$ cat config.mk
export PLATFORM = sky130hd
export DESIGN_NAME = fabric_cfg_sequencer
export DESIGN_NICKNAME = d
export VERILOG_FILES = /design/src/rtl/fabric_cfg_pkg.sv /design/src/rtl/fabric_cfg_crc8.sv /design/src/rtl/fabric_cfg_sequencer.sv
export SDC_FILE = /design/constraint.sdc
export NUM_CORES = 1
export LEC_CHECK = 0
export ABC_AREA = 1
export CAP_MARGIN = 10
export CORE_UTILIZATION = 51
export DETAILED_ROUTE_END_ITERATION = 8
export MAX_ROUTING_LAYER = met4
export PLACE_DENSITY_LB_ADDON = 0.25
export SLEW_MARGIN = 0
export SYNTH_ARGS = -nofsm -noshare
export SYNTH_HDL_FRONTEND = slang
export SYNTH_HIERARCHICAL = 1
export SYNTH_SLANG_ARGS = --single-unit
$ cat constraint.sdc
create_clock -name clk -period 1.6 [get_ports clk]
set_input_delay 0.24 -clock clk [delete_from_list [all_inputs] [get_ports clk]]
set_output_delay 0.24 -clock clk [all_outputs]
set_load 0.03 [all_outputs]
$ cat src/rtl/fabric_cfg_pkg.sv
// Shared types and constants for the fabric configuration sequencer.
// Holds the FSM state encoding and the serial CRC-8 step used when CFG_CRC_EN is defined.
package fabric_cfg_pkg;

    typedef enum logic [2:0] {
        IDLE     = 3'd0,
        RST_HOLD = 3'd1,
        FETCH    = 3'd2,
        SHIFT    = 3'd3,
        CRC_CHK  = 3'd4,
        SETTLE   = 3'd5,
        RELEASE  = 3'd6
    } cfg_state_e;

    localparam logic [7:0] CRC8_POLY = 8'h07;

    // MSB-first serial CRC: one chain bit per call, in shift order.
    function automatic logic [7:0] crc8_step(input logic [7:0] crc, input logic bit_in);
        logic fb;
        fb = crc[7] ^ bit_in;
        return {crc[6:0], 1'b0} ^ (fb ? CRC8_POLY : 8'h00);
    endfunction

endpackage

$ cat src/rtl/fabric_cfg_crc8.sv
// Serial CRC-8 over the configuration bits as they leave the shift register.
// Only compiled when CFG_CRC_EN is defined; the default build has no CRC logic.
`ifdef CFG_CRC_EN
module fabric_cfg_crc8
    import fabric_cfg_pkg::*;
(
    input  logic       clk,
    input  logic       reset_n,
    input  logic       clear_i,
    input  logic       bit_en_i,
    input  logic       bit_i,
    output logic [7:0] crc_o
);

    logic [7:0] crc_q, crc_d;

    always_comb begin
        crc_d = crc_q;
        if (clear_i) begin
            crc_d = 8'h00;
        end else if (bit_en_i) begin
            crc_d = crc8_step(crc_q, bit_i);
        end
    end

    always_ff @(posedge clk or negedge reset_n) begin
        if (!reset_n) begin
            crc_q <= 8'h00;
        end else begin
            crc_q <= crc_d;
        end
    end

    assign crc_o = crc_q;

endmodule
`endif

$ cat src/rtl/fabric_cfg_sequencer.sv
// Loads the fabric configuration chain from a valid/ready byte stream and sequences the FF globals.
// Optional feature macro CFG_CRC_EN: CRC-8 check of the shifted bits against one trailing word.
module fabric_cfg_sequencer
    import fabric_cfg_pkg::*;
#(
    parameter int CHAIN_LEN  = 1024,
    parameter int DATA_W     = 8,
    parameter int RST_CYCLES = 16,
    parameter int SETTLE_CYC = 2
) (
    input  logic              clk,
    input  logic              reset_n,
    input  logic              start,
    input  logic [DATA_W-1:0] bs_data,
    input  logic              bs_valid,
    output logic              bs_ready,
    output logic              ccff_head,
    output logic              prog_clk_en,
    output logic              fabric_reset,
    output logic              fabric_clk_en,
    output logic              busy,
    output logic              done,
    output logic              error
);

    localparam int RW = $clog2(CHAIN_LEN + 1);
    localparam int KW = $clog2(DATA_W + 1);
    localparam int CW = $clog2(RST_CYCLES + SETTLE_CYC + 1);

    cfg_state_e        state_q, state_d;
    logic [RW-1:0]     remaining_q, remaining_d;
    logic [KW-1:0]     k_q, k_d;
    logic [CW-1:0]     cnt_q, cnt_d;
    logic [DATA_W-1:0] shreg_q, shreg_d;
    logic              fabric_reset_q, fabric_reset_d;
    logic              fabric_clk_en_q, fabric_clk_en_d;
    logic              done_q, done_d;
    logic              accept_start;
`ifdef CFG_CRC_EN
    logic              error_q, error_d;
    logic [7:0]        crc_val;
`endif

    assign accept_start = (state_q == IDLE) && start;

    // k counts bits left in the current word, remaining counts bits left in the chain;
    // a word never loads more bits than the chain still needs, so neither can underflow.
    always_comb begin
        state_d         = state_q;
        remaining_d     = remaining_q;
        k_d             = k_q;
        cnt_d           = cnt_q;
        shreg_d         = shreg_q;
        fabric_reset_d  = fabric_reset_q;
        fabric_clk_en_d = fabric_clk_en_q;
        done_d          = done_q;
`ifdef CFG_CRC_EN
        error_d         = error_q;
`endif
        case (state_q)
            IDLE: begin
                remaining_d = RW'(CHAIN_LEN);
                if (start) begin
                    state_d         = RST_HOLD;
                    cnt_d           = '0;
                    done_d          = 1'b0;
                    fabric_reset_d  = 1'b1;
                    fabric_clk_en_d = 1'b0;
`ifdef CFG_CRC_EN
                    error_d         = 1'b0;
`endif
                end
            end
            RST_HOLD: begin
                if (cnt_q == CW'(RST_CYCLES - 1)) begin
                    state_d = FETCH;
                    cnt_d   = '0;
                end else begin
                    cnt_d = cnt_q + CW'(1);
                end
            end
            FETCH: begin
                if (bs_valid) begin
                    shreg_d = bs_data;
                    k_d     = (remaining_q < RW'(DATA_W)) ? KW'(remaining_q) : KW'(DATA_W);
                    state_d = SHIFT;
                end
            end
            SHIFT: begin
                shreg_d     = shreg_q >> 1;
                k_d         = k_q - KW'(1);
                remaining_d = remaining_q - RW'(1);
                if (k_q == KW'(1)) begin
                    if (remaining_q == RW'(1)) begin
`ifdef CFG_CRC_EN
                        state_d = CRC_CHK;
`else
                        state_d = SETTLE;
                        cnt_d   = '0;
`endif
                    end else begin
                        state_d = FETCH;
                    end
                end
            end
`ifdef CFG_CRC_EN
            CRC_CHK: begin
                if (bs_valid) begin
                    if (bs_data[7:0] == crc_val) begin
                        state_d = SETTLE;
                        cnt_d   = '0;
                    end else begin
                        error_d = 1'b1;
                        state_d = IDLE;
                    end
                end
            end
`endif
            SETTLE: begin
                if (cnt_q == CW'(SETTLE_CYC - 1)) begin
                    state_d        = RELEASE;
                    fabric_reset_d = 1'b0;
                end else begin
                    cnt_d = cnt_q + CW'(1);
                end
            end
            RELEASE: begin
                fabric_clk_en_d = 1'b1;
                done_d          = 1'b1;
                state_d         = IDLE;
            end
            default: begin
                state_d = IDLE;
            end
        endcase
    end

    always_ff @(posedge clk or negedge reset_n) begin
        if (!reset_n) begin
            state_q         <= IDLE;
            remaining_q     <= RW'(CHAIN_LEN);
            k_q             <= '0;
            cnt_q           <= '0;
            shreg_q         <= '0;
            fabric_reset_q  <= 1'b1;
            fabric_clk_en_q <= 1'b0;
            done_q          <= 1'b0;
`ifdef CFG_CRC_EN
            error_q         <= 1'b0;
`endif
        end else begin
            state_q         <= state_d;
            remaining_q     <= remaining_d;
            k_q             <= k_d;
            cnt_q           <= cnt_d;
            shreg_q         <= shreg_d;
            fabric_reset_q  <= fabric_reset_d;
            fabric_clk_en_q <= fabric_clk_en_d;
            done_q          <= done_d;
`ifdef CFG_CRC_EN
            error_q         <= error_d;
`endif
        end
    end

`ifdef CFG_CRC_EN
    fabric_cfg_crc8 u_crc8 (
        .clk      (clk),
        .reset_n  (reset_n),
        .clear_i  (accept_start),
        .bit_en_i (prog_clk_en),
        .bit_i    (shreg_q[0]),
        .crc_o    (crc_val)
    );

    assign error = error_q;
`else
    assign error = 1'b0;
`endif

    assign bs_ready      = (state_q == FETCH) || (state_q == CRC_CHK);
    assign prog_clk_en   = (state_q == SHIFT);
    assign ccff_head     = prog_clk_en & shreg_q[0];
    assign fabric_reset  = fabric_reset_q;
    assign fabric_clk_en = fabric_clk_en_q;
    assign busy          = (state_q != IDLE);
    assign done          = done_q;

endmodule

==> results of run 1 <==
[power by group]
part | switching [W] | internal, W
Combinational | 0.00139 | 0.000885
Sequential | 0.000219 | 0.00116
Clock | 0.000304 | 0.000341
Total | 0.00191 | 0.00238
[through the flow]
stage	utilization, %	area [um^2]	std cells
floorplan	-	1940	260
global placement	61.6	2250	335
detailed placement	61.6	2250	335
CTS	64.4	2360	344
global route	65.7	2400	345
finish	65.7	2400	345
[area by class of cell]
cell class | instances | share of cell area, %
multi-input cells | 192 | 41.3
flip-flops and latches | 33 | 34.5
repair buffers | 34 | 13.1
inverters | 31 | 5.05
clock buffers | 7 | 3.59
well taps | 48 | 2.50
[repair_timing]
item | 4_1_cts | 5_1_grt
setup endpoints to repair | 6 | 15
gates resized for setup | 4 | 15
pin swaps | 1 | 4
setup buffers | 2 | 2
[layer usage]
layer	wire length (um)	GRT usage (%)	vias up
met5	0	-	-
met4	80	11.1	0
met3	162	4.89	7
met2	1900	37.8	34
met1	1900	28.0	826
li1	-	-	891
[cells by family after synthesis]
group / count (synthesis) / synth area share, %
AOI/OAI and AO/OA: 20 / 5.67
xor gates and xnor gates: 2 / 0.903
adders and majority gates: 8 / 5.16
buffers and inverters: 35 / 7.67
DFF: 33 / 42.7
other: 1 / 0.193
and+or+nand+nor: 161 / 37.7
[worst paths after layout]
kind                                          end  slack [ns]  cells after the start
hold / removal                   done$_DFFE_PN0P_        0.23                      1
setup reg to reg           state_q[0]$_DFFE_PN0P_        0.10                      9
hold reg to reg            shreg_q[7]$_DFFE_PN0P_        0.48                      2
max in group asynchronous  state_q[2]$_DFFE_PN0P_        0.83                      2
min in group clk           shreg_q[7]$_DFFE_PN0P_        0.48                      2
setup / recovery                             busy        0.03                      3
[cells in the final DEF (no fill, tap or decap), types with 2 or more instances in the layout]
cell type | netlist | layout
dfrtp_2 | 0 | 2
dfstp_2 | 2 | 2
o21ai_0 | 13 | 12
clkbuf_8 | 0 | 6
a21oi_1 | 2 | 2
clkdlybuf4s50_1 | 0 | 11
or2_2 | 2 | 2
nand2_1 | 84 | 79
nand2_4 | 2 | 2
buf_6 | 0 | 2
nand2_2 | 7 | 12
nor3_1 | 4 | 4
nor2_1 | 22 | 19
buf_4 | 3 | 17
ha_1 | 8 | 6
o211ai_1 | 2 | 2
nor2_2 | 3 | 6
dlymetal6s2s_1 | 0 | 2
dfrtp_1 | 31 | 29
ha_2 | 0 | 2
inv_4 | 2 | 2
nand3_1 | 31 | 31
inv_1 | 28 | 28
xor2_1 | 2 | 2
nand4_1 | 2 | 2
[sequential cells by signal, summed over array words and instances (netlist names)]
name          cells
remaining_q      11
done              1
fabric_reset      1
k_q               4
cnt_q             5
shreg_q           8
state_q           3
==> results.py, run 1 <==
metrics = {
    "synth": {
        "yosysTopAreaCell": "dfrtp_1",
        "syn-cell-area_um2": 1940,
        "synthTopCellsByCount": "nand2_1 (84), dfrtp_1 (31), nand3_1 (31), inv_1 (28), nor2_1 (22)",
        "ys_async_sr_fraction_pct": 100,
        "syn-num-nets": 280,
        "synth_ff_type": "dfrtp_1",
        "synth_area_leaders": "dfrtp_1 (40%), nand2_1 (16%), nand3_1 (8.0%), inv_1 (5.4%), ha_1 (5.2%)",
        "ys_seq_area_share_pct": 42.7,
        "synth_seq_cells": 33,
        "synth_most_common_cell": "nand2_1",
        "synth_area_per_cell_um2": 7.46,
        "synthDominantCellAreaShare_pct": 40.0,
        "synthCells": 260,
        "synth_edf_count": 0,
        "yosys_warnings": 6,
        "synth_cell_types": 29,
    },
    "critical_path": {
        "cp_cell_sequence": "inv_4 -> nand2_1 -> buf_4",
        "cp-startpoint": "state_q[2]$_DFFE_PN0P_",
        "crit_slowest_cell": "dfrtp_2",
        "cp_data_arrival_time_ns": 1.33,
        "rr_startpoint": "cnt_q[0]$_DFFE_PN0P_",
        "endpoint_kind": "primary output",
        "critPathLaunchType": "register",
        "required_ns": 1.36,
        "crit_path_max_incr_delay_ns": 0.50,
        "cpLargestDelayFamily": "flip-flops",
        "critPathKind": "reg2out",
        "cp_max_fo": 8,
        "crit_buf_inv": 2,
    },
    "cells_and_area": {
        "area_growth_pct": 23.9,
        "layout-drive-gt1-share_pct": 20.9,
        "nFillCells": 329,
        "multi_input_area_um2": 992,
        "antennaDiodeCount": 0,
        "fin_nets": 317,
        "regArea_um2": 831,
    },
    "timing": {
        "setup_violations": 0,
        "fmax_mhz": 638,
        "period_minus_slack_ns": 1.57,
        "finalClockSkew_ns": 0.00442,
        "worst_slack_ns": 0.0331,
        "period_share_pct": 97.9,
        "hold_viol_final": 0,
        "finalSetupTns_ns": 0,
        "rsz0062_at_grt": "yes",
        "whs_ns": 0.231,
        "finalMaxSlewViolations": 0,
    },
    "floorplanning": {
        "ios": 20,
        "start_util_pct": 53.0,
        "die-area_um2": 4060,
        "num_rows": 22,
        "die_h_um": 63.7,
        "die_width_um": 63.7,
        "fp.coreArea_um2": 3660,
    },
    "clock_network": {
        "clk_pin_slew_ns": 0.07,
        "cts_root_buf": "clkbuf_8",
        "cts_hold_buf": 0,
        "cts_tree": "done",
        "cts.htree.levels": 2,
        "cts_buffers": 5,
        "ctsLongestPathBuffers": 2,
        "clk_latency_ns": 0.29,
        "cts_sinks": 33,
    },
    "drt": {
        "antenna_left": 0,
        "drtIter0Drc": 101,
        "drt_wl_total_um": 4050,
        "drc": 0,
        "routed_via_density": 5.10,
        "post_drt_wl_per_cell_um": 11.7,
        "drt-pass1-iter-count": 4,
        "num_vias": 1758,
    },
    "global_routing": {
        "grt_max_degree": 14,
        "track_usage_pct": 23.5,
        "grt_pass1_wl_um": 7110,
        "gr-total-overflow": 0,
        "grt_pass1_vias": 1652,
        "antenna_found_initial": 0,
    },
    "power": {
        "power.density_nw_per_um2": 1790,
        "ir_drop_v": 0.000869,
        "p_leak_nw": 1.25,
        "total_power_w": 0.00429,
    },
    "flow_run": {
        "cap_violations": 0,
    },
    "hold_path": {
        "hold_class": "in2async",
    },
    "placement": {
        "gp_congestion": 0.806,
        "pre_cts_slack_ns": 0.0118,
        "io_buffers": 18,
        "hpwl_um": 2910,
    },
    "outcome": {
        "status": "complete, no violations",
    },
}
Note: power is estimated with default switching activity, not from simulation.
==> inputs of run 2 (changes only) <==
--- a/config.mk
+++ b/config.mk
@@ -7,7 +7,7 @@
 export LEC_CHECK = 0
 export ABC_AREA = 1
 export CAP_MARGIN = 10
-export CORE_UTILIZATION = 51
+export CORE_UTILIZATION = 55
 export DETAILED_ROUTE_END_ITERATION = 8
 export MAX_ROUTING_LAYER = met4
 export PLACE_DENSITY_LB_ADDON = 0.25
==> constraint.sdc (replaced) <==
create_clock -name clk -period 1.8 [get_ports clk]
set_input_delay 0.27 -clock clk [delete_from_list [all_inputs] [get_ports clk]]
set_output_delay 0.27 -clock clk [all_outputs]
set_load 0.03 [all_outputs]
==> run 2 against run 1 <==
Final cell count shrank 0.87%. Clock skew grew 0.013 ns. Critical path type unchanged. Utilization grew 4.7 points. Largest power group unchanged.
==> results.py, run 2 (synthesis gave the netlist of run 1 again) <==
metrics = {
    "outcome": {
        "status": "complete, no violations",
    },
    "critical_path": {
        "crit_path_max_incr_delay_ns": 0.43,
        "endpoint_kind": "primary output",
        "cp_cell_sequence": "nand2_2 -> nor2_8 -> buf_12 -> inv_2 -> nor2_2 -> buf_6",
        "required_ns": 1.53,
        "critPathKind": "reg2out",
        "cp_data_arrival_time_ns": 1.47,
        "cp_max_fo": 7,
        "crit_slowest_cell": "dfrtp_1",
        "critPathLaunchType": "register",
    },
    "cells_and_area": {
        "final_area_um2": 2370,
        "layout_common_cells": "nand2_1 (83), nand3_1 (31), dfrtp_1 (30), inv_1 (28), nor2_1 (18)",
        "antennaDiodeCount": 0,
        "nFillCells": 293,
        "final_common_cell": "nand2_1",
        "largest_reg_flops": 11,
        "area_growth_pct": 22.0,
        "fin_nets": 315,
        "max_flop_register": "remaining_q",
        "layout-drive-gt1-share_pct": 17.9,
        "top_regs": "remaining_q: 11 flops, shreg_q: 8 flops, cnt_q: 5 flops",
    },
    "placement": {
        "hpwl_um": 2920,
        "pre_cts_slack_ns": 0.0868,
        "postPlaceCellArea_um2": 2220,
        "gp_congestion": 0.872,
        "io_buffers": 18,
    },
    "power": {
        "p_leak_nw": 1.21,
        "ir_drop_v": 0.000701,
        "power.density_nw_per_um2": 1630,
    },
    "global_routing": {
        "met2_usage_pct": 39.9,
        "grt_max_degree": 34,
        "use_met3_pct": 6.51,
        "grt_most_used_layer": "met2",
        "grt_pass1_vias": 1541,
        "grt_pass1_wl_um": 6780,
        "antenna_found_initial": 0,
        "gr-total-overflow": 0,
        "track_usage_pct": 25.7,
        "gr-usage-met1_pct": 34.0,
    },
    "drt": {
        "routed_via_density": 5.11,
        "drt_wl_total_um": 4120,
        "drt-pass1-iter-count": 4,
        "num_vias": 1746,
        "post_drt_wl_per_cell_um": 12.0,
        "antenna_left": 0,
        "drtIter0Drc": 88,
        "drc": 0,
    },
    "timing": {
        "hold_viol_final": 0,
        "finalSetupTns_ns": 0,
        "setup_violations": 0,
        "worst_slack_ns": 0.0563,
        "finalClockSkew_ns": 0.0171,
        "period_minus_slack_ns": 1.74,
        "period_share_pct": 96.9,
        "fmax_mhz": 573,
        "rsz0062_at_grt": "yes",
        "finalMaxSlewViolations": 0,
    },
    "floorplanning": {
        "ios": 20,
        "die_h_um": 61.4,
        "die_width_um": 61.4,
        "start_util_pct": 57.7,
        "die-area_um2": 3770,
        "fp.coreArea_um2": 3360,
        "num_rows": 21,
    },
    "clock_network": {
        "cts_root_buf": "clkbuf_4",
        "cts_tree": "done",
        "clk_pin_slew_ns": 0.12,
        "clk_latency_ns": 0.35,
        "cts_hold_buf": 0,
        "cts_sinks": 33,
        "ctsLongestPathBuffers": 2,
        "cts_buffers": 5,
        "cts.htree.levels": 2,
    },
    "flow_run": {
        "cap_violations": 0,
    },
    "hold_path": {
        "hold_class": "in2async",
    },
}
run 2: metal layers:
metal | up-vias | part of all wire, %
met5 | - | 0
met4 | 0 | 1.4
met3 | 9 | 5.5
met2 | 38 | 47
met1 | 812 | 46
li1 | 887 | -
run 2: timing repair:
action,CTS,global route
endpoints found under the setup margin,5,3
gates cloned,0,0
pin swaps,0,2
setup buffers,3,1
gates resized for setup,10,9
endpoints found under the hold margin,0,0
run 2: cell type report:
class | instances | area (um^2) | area share, %
clock buffer | 7 | 55.1 | 2.33
clock inverter | 1 | 30.0 | 1.27
inverter | 31 | 121 | 5.13
multi-input combinational | 192 | 981 | 41.4
sequential | 33 | 830 | 35.0
tap | 46 | 57.6 | 2.43
timing repair buffer | 32 | 293 | 12.4
run 2: critical path, delay by kind of cell (launching register included):
family | cells | cell delay, ns
buffers and inverters | 3 | 0.33
DFF | 1 | 0.43
and+or+nand+nor | 3 | 0.37
run 2: where the power goes:
group          total (W)  switching [W]  internal (W)
Clock           0.000601       0.000270      0.000332
Combinational    0.00203        0.00126      0.000769
Sequential       0.00122       0.000201       0.00102
Total            0.00385        0.00173       0.00212
run 2: per-stage QoR:
stage | power (W) | instances | utilization, % | hold slack (ns)
final | 0.00385 | 342 | 70.4 | 0.309
after global routing | 0.00418 | 342 | 70.4 | 0.362
after CTS | 0.00378 | 341 | 69.7 | 0.321
after detailed placement | 0.00312 | 330 | 66.0 | 0.459
after global placement | 0.00306 | 330 | 66.0 | 0.457
after floorplan | 0.00257 | 260 | - | -0.0256
run 2: final timing paths:
check                      cells after the start                          to  slack (ns)              startpoint
setup / recovery                               6                   ccff_head        0.06  state_q[0]$_DFFE_PN0P_
hold / removal                                 2      shreg_q[3]$_DFFE_PN0P_        0.31                 reset_n
setup reg to reg                               9  remaining_q[9]$_DFFE_PN0P_        0.12  state_q[0]$_DFFE_PN0P_
hold reg to reg                                2      shreg_q[7]$_DFFE_PN0P_        0.48  shreg_q[7]$_DFFE_PN0P_
max in group asynchronous                      2    fabric_reset$_DFFE_PN1P_        1.17                 reset_n
min in group clk                               3      shreg_q[7]$_DFFE_PN0P_        0.44              bs_data[7]
==> RTL edit 1: new RTL, flow settings as in run 2 <==
`k_q` no longer has a reset.
--- a/src/rtl/fabric_cfg_sequencer.sv
+++ b/src/rtl/fabric_cfg_sequencer.sv
@@ -139,7 +139,6 @@
         if (!reset_n) begin
             state_q         <= IDLE;
             remaining_q     <= RW'(CHAIN_LEN);
-            k_q             <= '0;
             cnt_q           <= '0;
             shreg_q         <= '0;
             fabric_reset_q  <= 1'b1;
@@ -151,7 +150,6 @@
         end else begin
             state_q         <= state_d;
             remaining_q     <= remaining_d;
-            k_q             <= k_d;
             cnt_q           <= cnt_d;
             shreg_q         <= shreg_d;
             fabric_reset_q  <= fabric_reset_d;
@@ -161,6 +159,10 @@
             error_q         <= error_d;
 `endif
         end
+    end
+
+    always_ff @(posedge clk) begin
+        k_q <= k_d;
     end
 
 `ifdef CFG_CRC_EN
Check against the original RTL: no difference found for any inputs over 10 cycles, from zero or initial values and one cycle with reset_n low; that may be too few to reach the edited logic, so the function may still have changed.
==> RTL edit 1 against run 2 <==
Sequential power rose by 4%; sequential cell count did not move; wire length fell by 6.7%; total power fell by 9.0%; cell count fell by 8.2%; setup slack improved by 0.037 ns; cell area fell by 7.0%; area after synthesis fell by 1.9%; highest routed layer unchanged.
==> RTL edit 1: results (changes against run 2) <==
| Metric | Value |
|---|---|
| Outcome | `complete, no violations (unchanged)` |
| Switch share | `46.6% (was 44.9%)` |
| Routability-driven placement congestion ratio | `0.956 (was 0.872)` |
| Number of synthesized flops with an enable pin | `4 (was 0)` |
| Leak pwr | `1.08 nW (was 1.21 nW)` |
| Crit path DAT | `1.44 ns (was 1.47 ns)` |
| GRT Total Usage | `24.4% (was 25.7%)` |
| CTS H-tree depth | `2 (unchanged)` |
| Post-synthesis sequential area ratio | `44.5% (was 42.7%)` |
| Fraction of registers with async set/reset | `87.9% (was 100%)` |
| Top post-synthesis cells by area | `dfrtp_1, nand2_1, nor2_1 (was dfrtp_1, nand2_1, nand3_1)` |
| Final net count | `287 (was 315)` |
| Antenna violations before repair | `0 (unchanged)` |
| Layout Skew | `0.00962 ns (was 0.0171 ns)` |
| R2R depth | `8 (was 9)` |
| Synth cell types | `29 (unchanged)` |
| CP Max Fanout | `6 (was 7)` |
| Largest net degree at the start of global routing | `30 (was 34)` |
| Post-CTS setup buffer count | `0 (was 3)` |
| Routed vias | `1616 (was 1746)` |
| Syn. warnings | `6 (unchanged)` |
| Post-Synth Adder-Cell Area | `5.26% (was 5.16%)` |
| Worst min path class | `in2async (unchanged)` |
| WL per Instance | `12.2 µm (was 12.0 µm)` |
| Main synth FF type | `dfrtp_1 (unchanged)` |
| Top post-synthesis cells by count | `nand2_1, nor2_1, inv_1 (was nand2_1, dfrtp_1, nand3_1)` |
| Vias in the first global route | `1518 (was 1541)` |
| Area after DPL | `2130 µm² (was 2220 µm²)` |
| WHS | `0.311 ns (was 0.309 ns)` |
| Share of cells above drive strength 1 | `12.3% (was 17.9%)` |
| R2r setup slk | `0.20 ns (was 0.12 ns)` |
| Launch point of the worst path | `state_q[2] (was state_q[0])` |
| Post-CTS sizing | `3 (was 10)` |
| First-pass GRT wire length | `6.25 mm (was 6.78 mm)` |
| Clk slew on worst S/H paths | `0.10 ns (was 0.12 ns)` |
| Reg-to-Reg Start | `cnt_q[0] (was state_q[0])` |
| Slew at the pin with the worst max-slew slack | `about 0.5 ns` |
| Critical R2R Capture | `cnt_q[3] (was remaining_q[9])` |
| Post-Synthesis Net Count | `263 (was 280)` |
| XOR/XNOR Fraction of Synth Area | `1.84% (was 0.903%)` |
| Detailed placer's ending HPWL | `2.76 mm (was 2.92 mm)` |
| Crit path capture | `bs_ready (was ccff_head)` |
| Top flop regs | `remaining_q (11), shreg_q (8), cnt_q (5) (unchanged)` |
| FILL cells | `306 (was 293)` |
| Iter 0 DRT Violations | `62 (was 88)` |
| Synth Area in Compound Gates | `7.69% (was 5.67%)` |
| Max VDD drop | `0.000900 V (was 0.000701 V)` |
RTL edit 1: area by class of cell:
type | instances | area [µm²] | area share [%]
Timing Repair Buffer | 22 | 199 | 9.04
Multi-Input combinational cell | 172 | 906 | 41.2
Tap cell | 46 | 57.6 | 2.62
Sequential cell | 33 | 851 | 38.7
Clock buffer | 8 | 58.8 | 2.67
Inverter | 33 | 129 | 5.86
RTL edit 1: power by group through the flow:
stage                     registers, mW  clock network (mW)  logic, mW
after detailed placement           1.28                   0       1.76
after global placement             1.27                   0       1.71
after CTS                          1.26               0.445       1.78
after global routing               1.31               0.476       2.05
after floorplan                    1.23                   0       1.36
final                              1.27               0.441       1.79
RTL edit 1: cells by family (layout without fill, tap and decap cells):
group,count (synthesis),after routing
DFF,33,33
other,1,1
xor gates and xnor gates,4,4
AOI/OAI and AO/OA,26,26
and+or+nand+nor,133,133
adders and majority gates,8,8
buffers and inverters,38,63
RTL edit 1: metrics by stage:
step | instances | setup WS [ns] | power [mW]
6_report | 314 | 0.0929 | 3.51
3_5_place_dp | 306 | 0.179 | 3.03
2_1_floorplan | 243 | 0.271 | 2.59
5_1_grt | 314 | 0.00410 | 3.84
4_1_cts | 314 | -0.00939 | 3.49
3_3_place_gp | 306 | 0.221 | 2.98
RTL edit 1: critical path: stages (launching register included):
cell     delay, ns
dfrtp_2       0.48
inv_4         0.11
nand2_1       0.09
nor2_4        0.12
inv_1         0.08
nand2_1       0.07
buf_4         0.16
RTL edit 1: layer usage:
metal / share of wire (%) / track usage, % / wire length, µm / vias up
met4: 2.0 / 12.0 / 76 / 0
met3: 3.6 / 5.12 / 140 / 9
li1: - / - / - / 829
met5: 0 / - / 0 / -
met1: 45 / 28.1 / 1740 / 743
met2: 49 / 40.2 / 1890 / 35
==> RTL edit 2: new RTL, config.mk and constraints of run 2 <==
Made on the original files. Change the parameter `RST_CYCLES` from 16 to 32.
--- a/src/rtl/fabric_cfg_sequencer.sv
+++ b/src/rtl/fabric_cfg_sequencer.sv
@@ -5,7 +5,7 @@
 #(
     parameter int CHAIN_LEN  = 1024,
     parameter int DATA_W     = 8,
-    parameter int RST_CYCLES = 16,
+    parameter int RST_CYCLES = 32,
     parameter int SETTLE_CYC = 2
 ) (
     input  logic              clk,
Formal check against the unedited RTL: same outputs for any inputs over 10 cycles, from zero or initial values and one cycle with reset_n low; that may be too few to reach the edited logic, so the function may still have changed.
==> RTL edit 2 against run 2 <==
Wire length shrank 6.0%; area after synthesis fell by 2.0%; sequential cell count is 1 higher; setup slack improved by 0.028 ns; critical endpoint is now prog_clk_en; total power down 12%; largest power group unchanged; synthesized cell count decreased by 3.5%; cell area shrank 6.3%; sequential share of layout area is 3.5 points higher; clock skew fell by 0.0027 ns; cell count down 5.0%.
==> RTL edit 2: results (changes against run 2) <==
| Metric | Value |
|---|---|
| Seq pwr share | `36.5% (was 31.7%)` |
| Clk slew on worst S/H paths | `0.10 ns (was 0.12 ns)` |
| Antenna violations before repair | `0 (unchanged)` |
| Outcome | `complete, no violations (unchanged)` |
| Top post-synthesis cells by count | `nand2_1, dfrtp_1, nor2_1 (was nand2_1, dfrtp_1, nand3_1)` |
| First-pass detailed-route iteration total | `4 (unchanged)` |
| Antenna fix cells | `0 (unchanged)` |
| P_sw | `1.57 mW (was 1.73 mW)` |
| WL per Instance | `11.9 µm (was 12.0 µm)` |
| R2r setup slk | `0.19 ns (was 0.12 ns)` |
| CTS buffer count | `5 (unchanged)` |
| Vias per inst | `5.23 (was 5.11)` |
| XOR/XNOR Fraction of Synth Area | `0.921% (was 0.903%)` |
| Share of cells above drive strength 1 | `13.5% (was 17.9%)` |
| Post-Synth Adder-Cell Area | `3.95% (was 5.16%)` |
| Crit path DAT | `1.45 ns (was 1.47 ns)` |
| Post-Synthesis Net Count | `269 (was 280)` |
| Max VDD drop | `0.000921 V (was 0.000701 V)` |
| Post-synthesis sequential area ratio | `44.9% (was 42.7%)` |
| Leak pwr | `1.10 nW (was 1.21 nW)` |
| Layout Skew | `0.0144 ns (was 0.0171 ns)` |
| Top flop regs | `remaining_q (11), shreg_q (8), cnt_q (6) (was remaining_q (11), shreg_q (8), cnt_q (5))` |
| Synth cell types | `27 (was 29)` |
| Vias in the first global route | `1588 (was 1541)` |
| GRT Total Usage | `25.4% (was 25.7%)` |
| Launch point of the worst path | `state_q[2] (was state_q[0])` |
| Pre-CTS setup slack | `0.0963 ns (was 0.0868 ns)` |
| Combinational power share | `51.5% (was 52.7%)` |
| Iter 0 DRT Violations | `120 (was 88)` |
| Final net count | `298 (was 315)` |
| Synth Area in Compound Gates | `9.47% (was 5.67%)` |
| Main synth FF type | `dfrtp_1 (unchanged)` |
| Maximum clock frequency | `583 MHz (was 573 MHz)` |
| First-pass GRT wire length | `6.60 mm (was 6.78 mm)` |
| Routability-driven placement congestion ratio | `0.829 (was 0.872)` |
| CP Max Fanout | `4 (was 7)` |
| Top post-synthesis cells by area | `dfrtp_1, nand2_1, nor2_1 (was dfrtp_1, nand2_1, nand3_1)` |
| Comb. pwr | `1.74 mW (was 2.03 mW)` |
| FILL cells | `269 (was 293)` |
| Detailed placer's ending HPWL | `2.90 mm (was 2.92 mm)` |
| Worst min path class | `in2async (unchanged)` |
| Largest net degree at the start of global routing | `35 (was 34)` |
-- RTL edit 2: cell count changes after synthesis, moves of 3 or more --
cell,run 2,this run
nand2_1,84,65
nand2_2,7,2
nor2_1,22,31
nand4_1,2,5
o21ai_0,13,19
a21oi_1,2,6
nand3_1,31,14
nor3_1,4,9
o22ai_1,1,8
-- RTL edit 2: critical path, stage by stage (launching register included) --
cell and delay, ns:
dfrtp_2 0.44, buf_4 0.16, nor2_4 0.11, dlygate4sd2_1 0.40
-- RTL edit 2: per-stage QoR --
step	cell area [µm²]	instances	hold WS, ns	util, %
final	2220	325	0.313	69.8
after global routing	2220	325	0.330	69.8
after CTS	2220	325	0.325	69.8
after detailed placement	2140	314	0.469	67.5
after global placement	2140	314	0.461	67.5
after floorplan	1900	251	-0.0256	-
-- RTL edit 2: layout make-up --
cell class	instances	area share, %
multi-input combinational	182	40.7
sequential	34	38.5
timing repair buffer	28	11.1
inverter	29	4.91
tap	44	2.48
clock buffer	6	1.86
clock inverter	2	0.451
-- RTL edit 2: routing by layer --
| layer | GRT usage (%) | up-vias | wire [µm] | part of all wire [%] |
|---|---|---|---|---|
| met5 | - | - | 0 | 0 |
| met4 | 6.82 | 0 | 49 | 1.3 |
| met3 | 7.25 | 5 | 194 | 5.0 |
| met2 | 40.0 | 35 | 1760 | 45 |
| met1 | 32.2 | 793 | 1870 | 48 |
| li1 | - | 867 | - | - |
-- RTL edit 2: worst paths after layout --
check	to	cells after the start
worst max-delay path	prog_clk_en	3
worst min register to register	shreg_q[7]	2
worst max register to register	remaining_q[9]	8
max in group asynchronous	fabric_reset	2
worst min-delay path	remaining_q[4]	2
min in group clk	shreg_q[7]	3
-- RTL edit 2: what timing repair did --
item                       4_1_cts  5_1_grt
setup buffers                    3        0
setup endpoints to repair        4        3
resized for setup                5        3
